### config.mk
export PLATFORM = sky130hd
export DESIGN_NAME = anubis_round_ctrl
export DESIGN_NICKNAME = d
export VERILOG_FILES = /design/src/rtl/anubis_round_ctrl.sv
export SDC_FILE = /design/constraint.sdc
export NUM_CORES = 1
export LEC_CHECK = 0
export ABC_AREA = 1
export CAP_MARGIN = 20
export CORE_AREA = 2 2 256 258
export DETAILED_ROUTE_END_ITERATION = 10
export DIE_AREA = 0 0 258 260
export PLACE_DENSITY_LB_ADDON = 0.15
export SYNTH_ARGS = -nofsm -noshare
export SYNTH_HDL_FRONTEND = slang
export SYNTH_SLANG_ARGS = --single-unit
export TNS_END_PERCENT = 5
### constraint.sdc
create_clock -name clk -period 2.79 [get_ports clk]
set_clock_uncertainty 0.15 [all_clocks]
set_input_delay 0.837 -clock clk [delete_from_list [all_inputs] [get_ports clk]]
set_output_delay 0.837 -clock clk [all_outputs]
set_load 0.01 [all_outputs]
### src/rtl/anubis_round_ctrl.sv
// Iterative round sequencer for the Anubis 128-bit cipher core.
// Holds the cipher state, fetches round keys K0..KR and applies sigma (key addition) per round.

module anubis_sigma (
    input  logic [127:0] sel_i,
    input  logic [127:0] key_i,
    output logic [127:0] sum_o
);
    assign sum_o = sel_i ^ key_i;
endmodule

module anubis_round_ctrl #(
    parameter int N = 4
) (
    input  logic         clk,
    input  logic         rst_n,
    input  logic         start,
    input  logic [127:0] data_in,
    output logic         busy,
    output logic         done,
    output logic [127:0] data_out,
    output logic         key_req,
    output logic [4:0]   key_idx,
    input  logic         key_ack,
    input  logic [127:0] round_key,
    output logic [127:0] rf_in,
    input  logic [127:0] rf_out,
    output logic         last_round
);

    if (N < 4 || N > 10) begin : g_bad_n
        $error("anubis_round_ctrl: N must be in 4..10");
    end

    localparam logic [4:0] R_IDX = 5'(8 + N);

    typedef enum logic [1:0] {
        S_IDLE  = 2'd0,
        S_KWAIT = 2'd1,
        S_DONE  = 2'd2
    } fsm_e;

    fsm_e         fsm_q, fsm_d;
    logic [4:0]   r_q, r_d;
    logic [127:0] state_q, state_d;
    logic [127:0] data_out_q, data_out_d;
    logic         done_q, done_d;

    logic         accept;
    logic         last_key;
    logic [127:0] sigma_sel;
    logic [127:0] key_sum;

    // done_q blocks acceptance so a start coinciding with the done pulse is dropped.
    assign accept   = (fsm_q == S_IDLE) && start && !done_q;
    assign last_key = (r_q == R_IDX);

    // At r==0 the state still holds data_in, so K0 is added to the input block.
    assign sigma_sel = (r_q == 5'd0) ? state_q : rf_out;

    anubis_sigma u_sigma (
        .sel_i (sigma_sel),
        .key_i (round_key),
        .sum_o (key_sum)
    );

    // NOTE: sequential state uses non-blocking assignments so every register samples pre-edge values.
    always_ff @(posedge clk or negedge rst_n) begin
        if (!rst_n) begin
            fsm_q <= S_IDLE;
        end else begin
            fsm_q <= fsm_d;
        end
    end

    // NOTE: every always_comb output gets a default first so no latch is inferred.
    always_comb begin
        fsm_d = fsm_q;
        unique case (fsm_q)
            S_IDLE:  if (accept) fsm_d = S_KWAIT;
            S_KWAIT: if (key_ack && last_key) fsm_d = S_DONE;
            S_DONE:  fsm_d = S_IDLE;
            default: fsm_d = S_IDLE;
        endcase
    end

    always_comb begin
        state_d    = state_q;
        r_d        = r_q;
        data_out_d = data_out_q;
        done_d     = 1'b0;
        unique case (fsm_q)
            S_IDLE: begin
                if (accept) begin
                    state_d = data_in;
                    r_d     = 5'd0;
                end
            end
            S_KWAIT: begin
                if (key_ack) begin
                    state_d = key_sum;
                    if (!last_key) r_d = r_q + 5'd1;
                end
            end
            S_DONE: begin
                data_out_d = state_q;
                done_d     = 1'b1;
            end
            default: ;
        endcase
    end

    // NOTE: the 128-bit data registers are reset too, so an aborted block never leaks out.
    always_ff @(posedge clk or negedge rst_n) begin
        if (!rst_n) begin
            r_q        <= 5'd0;
            state_q    <= '0;
            data_out_q <= '0;
            done_q     <= 1'b0;
        end else begin
            r_q        <= r_d;
            state_q    <= state_d;
            data_out_q <= data_out_d;
            done_q     <= done_d;
        end
    end

    always_comb begin
        busy       = (fsm_q != S_IDLE) || done_q;
        key_req    = (fsm_q == S_KWAIT);
        key_idx    = (fsm_q == S_KWAIT) ? r_q : 5'd0;
        last_round = (fsm_q == S_KWAIT) && last_key;
        done       = done_q;
        data_out   = data_out_q;
        rf_in      = state_q;
    end

endmodule

======== Yosys cells after proc, flatten, opt, wreduce, memory -nomap -nowiden ========
Cells that the tools add are included.
operators by class
  add/subtract/negate cells ............... 1
  equality and inequality tests ........... 7
  muxes and demuxes ....................... 13
  bitwise logic cells ..................... 1
  reductions and logical operators ........ 13
operator list
  cell                   number
  $mux W128              3
  $pmux W128 S2          1
  $xor A128 B128 Y128    1
  $mux W5                4
  $pmux W5 S2            1
  $add A5 B1 Y5 const B  1
  $eq A5 B4 Y1 const B   1
  $logic_not A5 Y1       1
  $logic_and A1 B1 Y1    4
  $mux W2                2
  $ne A2 B1 Y1 const B   2
  $ne A2 B2 Y1 const B   2
  $pmux W2 S2            1
  $reduce_and A4 Y1      1
  $reduce_bool A2 Y1     2
  $reduce_and A3 Y1      1
  $eq A2 B1 Y1 const B   1
  $eq A2 B2 Y1 const B   1
  $logic_not A2 Y1       1
  $reduce_and A2 Y1      1
  $logic_not A1 Y1       1
  $logic_or A1 B1 Y1     1
  $mux W1                1
word-level totals
  bits in registers ....................... 264
  bits of input ports ..................... 388
  output and inout port bits .............. 265
  word-level logic and storage cells ...... 40

======== Longest topological paths before layout ========
  depth after elaboration ................. 5
  gate-level depth with buffers ........... 12
  gate-level depth less buffers ........... 10

======== Hierarchy ========
From an unflattened synthesis, not the netlist that was laid out.
second synthesis, totals
  cell total of the unflattened synthesis .. 2365
  area, all modules ....................... 15128.3 µm²
modules (own cells, without submodules)
  module             times used  cells each  area each (µm²)  sequential area each (µm²)
  anubis_round_ctrl  1           1725        12726.0          6606.3
  anubis_sigma       1           640         2402.3           0.0

======== Least setup slack after synthesis ========
Ideal clock, no wire load.
  kind .................................... reg2out
  start point ............................. reg r_q[0]
  end point ............................... out last_round
  arrival ................................. 1.155 ns
  required time ........................... 1.803 ns
  path slack .............................. 0.648 ns
  stages on the path, launching flop included .. 7
  buffers on the path ..................... 0
  cell sequence ........................... dfrtp_1 -> inv_1 -> ha_1 -> inv_2 -> nor2_4 -> nand2_1 -> nor2_1
on the way
  word-level cells in the longest chain between the ends .. 2
ends and longest elaborated chain
  element                   line  text
  start: declaration        44    logic [4:0] r_q, r_d;
  start signal: assignment  121   r_q <= r_d;
  $eq A5 B4 Y1              56    assign last_key = (r_q == R_IDX);
  $logic_and A1 B1 Y1       132   last_round = (fsm_q == S_KWAIT) && last_key;
  end: declaration          28    output logic last_round
Every way passes these cells.

======== Worst setup path in the final report ========
  start point ............................. reg fsm_q[1]
  end point ............................... out key_idx[1]
on the way
  word-level cells in the longest chain between the ends .. 2
ends and longest elaborated chain
  element                   line  text
  start: declaration        43    fsm_e fsm_q, fsm_d;
  start signal: assignment  72    fsm_q <= fsm_d;
  $eq A2 B1 Y1              131   key_idx = (fsm_q == S_KWAIT) ? r_q : 5'd0;
  $mux W5                   131
  end: declaration          23    output logic [4:0] key_idx,
Every way passes these cells.

==> results.toml <==
[status]
outcome = "complete, no violations"

[placement]
place_hpwl_um = 51100
port-buffer-count = 652
gp_congestion = 0.8635

[synth]
synth_fa_ha_area_frac = 0.001488
yosys-mux-area-fraction = 0
synthSimpleGateAreaFrac = 0.4274
mappedNetlistNets = 3054
synth-compound-area-share = 0.04010
syn_area_sq_um = 16820
syn_inst = 2664
synth_area_per_cell_sq_um = 6.314
ys_seq_area_frac = 0.3928
synth_xor_area_frac = 0.001562
ys_ff_latch = 264
synth_top_family_by_area = "simple AND/OR/NAND/NOR gates"
yosys_warnings = 0
ys_types = 21

[pwr]
total_power_mw = 23.66
p_int_mw = 12.89
p_comb_frac = 0.548
p_per_area_nw_per_um2 = 935.0
swShare = 0.4555
irDropWorstVdd_uv = 695.2
switchingPower_mw = 10.78
p_leak_nw = 12.87
p_seq_frac = 0.265
p_clk_frac = 0.187

[cts]
path_clk_slew_ns = 0.06
cts_root_buffer = "clkbuf_16"
numCtsBuffers = 35
cts_setup_buffers = 0
clockBufferDepth = 3
h-tree-depth = 2
clk_latency_ns = 0.53
cts_tree = "done"
numClockSinks = 264

[drt]
first_pass_iters = 6
drt-initial-drc-count = 1271
avgViaCountPerCell = 4.649
vias = 19139
routedWlPerCell_um = 17.56
post-route-drc-count = 0
finalWirelength_um = 72280
drtAntennaViolNets = 0

[sta]
hold_viol = 0
finalCritPeriodShare = 0.9606
worst_pin_slew_ns = 0.9360
finalCriticalPeriod_ns = 2.680
fmax_mhz = 373.1
slew_viol_final = 0
slew_headroom = 0.3760
setup_viol_count_final = 0
rsz0062_at_grt = "yes"

[setup_path]
crit_type = "reg -> out"
r2r-end = "rf_in[56]$_DFFE_PN0P_"
worstReg2RegStart = "r_q[0]$_DFFE_PN0P_"
cp-start-kind = "register"
critPathCaptureType = "output pin"
critPathMaxFanout = 8
worstPathArrival_ns = 1.69
rrSetupSlack_ns = 0.36
worst_ep_required_time_ns = 1.80
r2r_cells = 12

[cells_and_area]
postLayoutCoreUtil = 0.3947
syn_to_final_growth_pct = 50.46
drive_gt1_frac = 0.03236
mostFrequentLayoutCell = "nand2_1"
mostFrequentLayoutCells = "776 x nand2_1, 643 x nand3_1, 643 x clkdlybuf4s50_1"
fin_nets = 3615

[floorplanning]
num_rows = 93
die_y_um = 260
dieArea_sq_um = 67080
die_width_um = 258
core_sq_um = 64120
initial_core_util = 0.2623
io-pin-count = 653

[global_route]
grt_pass1_wl_um = 108900
grt_remaining_overflow = 0
antenna_found_initial = 22
grt_max_degree = 167
grt_pass1_vias = 18339
track_usage = 0.2071

[worst_hold_path]
hp-class = "in -> async"

[flow_run]
max_cap_viol_count = 0
routing by layer:
layer / share of wire / GRT usage
met5: 0.00072 / 0
met4: 0.028 / 0.08253
met3: 0.062 / 0.04464
met2: 0.50 / 0.3593
met1: 0.41 / 0.2492
worst max-delay path: stages (launching register included):
cell,delay [ns]
dfrtp_1,0.37
inv_1,0.09
nand2_2,0.14
buf_4,0.18
nor2_1,0.08
clkdlybuf4s15_1,0.30
layout make-up:
| class | instances | area, sq um |
|---|---|---|
| Fill cell | 6602 | 38810 |
| Multi-Input combinational cell | 1834 | 7944 |
| Timing Repair Buffer | 693 | 7036 |
| Sequential cell | 264 | 6606 |
| Inverter | 397 | 1510 |
| Tap cell | 855 | 1070 |
| Clock buffer | 52 | 1042 |
| Clock inverter | 5 | 56.30 |
| Antenna cell | 17 | 42.54 |
state kept, by name, summed over array words and instances (netlist names):
name and cells:
data_out 128, done 1, r_q 5, rf_in 128
fsm_q 2
stage by stage:
step | area, sq um | hold WS [ns] | setup slack (ns) | setup TNS (ns) | instances
2_1_floorplan | 16820 | 0.2856 | 0.6476 | 0 | 2664
3_3_place_gp | 24160 | 0.3160 | 0.1067 | 0 | 4043
3_5_place_dp | 24160 | 0.3219 | 0.08652 | 0 | 4043
4_1_cts | 25260 | 0.009577 | -0.1978 | -0.1978 | 4100
5_1_grt | 25310 | 0.02728 | -0.006846 | -0.009127 | 4117
6_report | 25310 | 0.03726 | 0.1098 | 0 | 4117
synth_stat cells (all sizes together):
| cell | number | area, sq um |
|---|---|---|
| buf | 127 | 648.1 |
| clkbuf | 42 | 157.7 |
| dfrtp | 264 | 6606 |
| ha | 2 | 25.02 |
| inv | 397 | 1493 |
| nand2 | 779 | 2927 |
| nand3 | 643 | 3218 |
| nand4 | 3 | 18.77 |
| nor2 | 270 | 1026 |
| o21ai | 134 | 674.4 |
| xor2 | 3 | 26.28 |
logic make-up (layout without fill, tap and decap cells):
kind of cell,after synthesis,after routing
other,0,17
adders and majority gates,2,2
xor gates and xnor gates,3,3
AOI/OAI and AO/OA,134,134
and+or+nand+nor,1695,1695
buffers and inverters,566,1147
DFF,264,264
worst max-delay path by stage:
| stage | to | from | slack [ns] | cells after the start |
|---|---|---|---|---|
| finish | key_idx[1] | fsm_q[1]$_DFFE_PN0P_ | 0.11 | 5 |
| global route | last_round | r_q[1]$_DFFE_PN0P_ | -0.007 | 7 |
| CTS | last_round | r_q[1]$_DFFE_PN0P_ | -0.20 | 7 |
| detailed placement | rf_in[7]$_DFFE_PN0P_ | start | 0.09 | 8 |
| global placement | last_round | r_q[1]$_DFFE_PN0P_ | 0.11 | 7 |
| floorplan | last_round | r_q[0]$_DFFE_PN0P_ | 0.65 | 6 |
timing repair:
action                     4_1_cts  5_1_grt
hold buffers                     0        0
setup endpoints to repair        7        6
gates resized for setup         10       12
power by group through the flow:
stage / registers (mW) / clock network, mW / logic, mW
CTS: 6.26 / 4.60 / 13.1
detailed placement: 6.30 / 0 / 13.1
finish: 6.26 / 4.43 / 13.0
floorplan: 6.50 / 0 / 7.22
global route: 6.44 / 4.76 / 14.4
global placement: 6.26 / 0 / 12.9
Note: power is estimated with default switching activity, not from simulation.
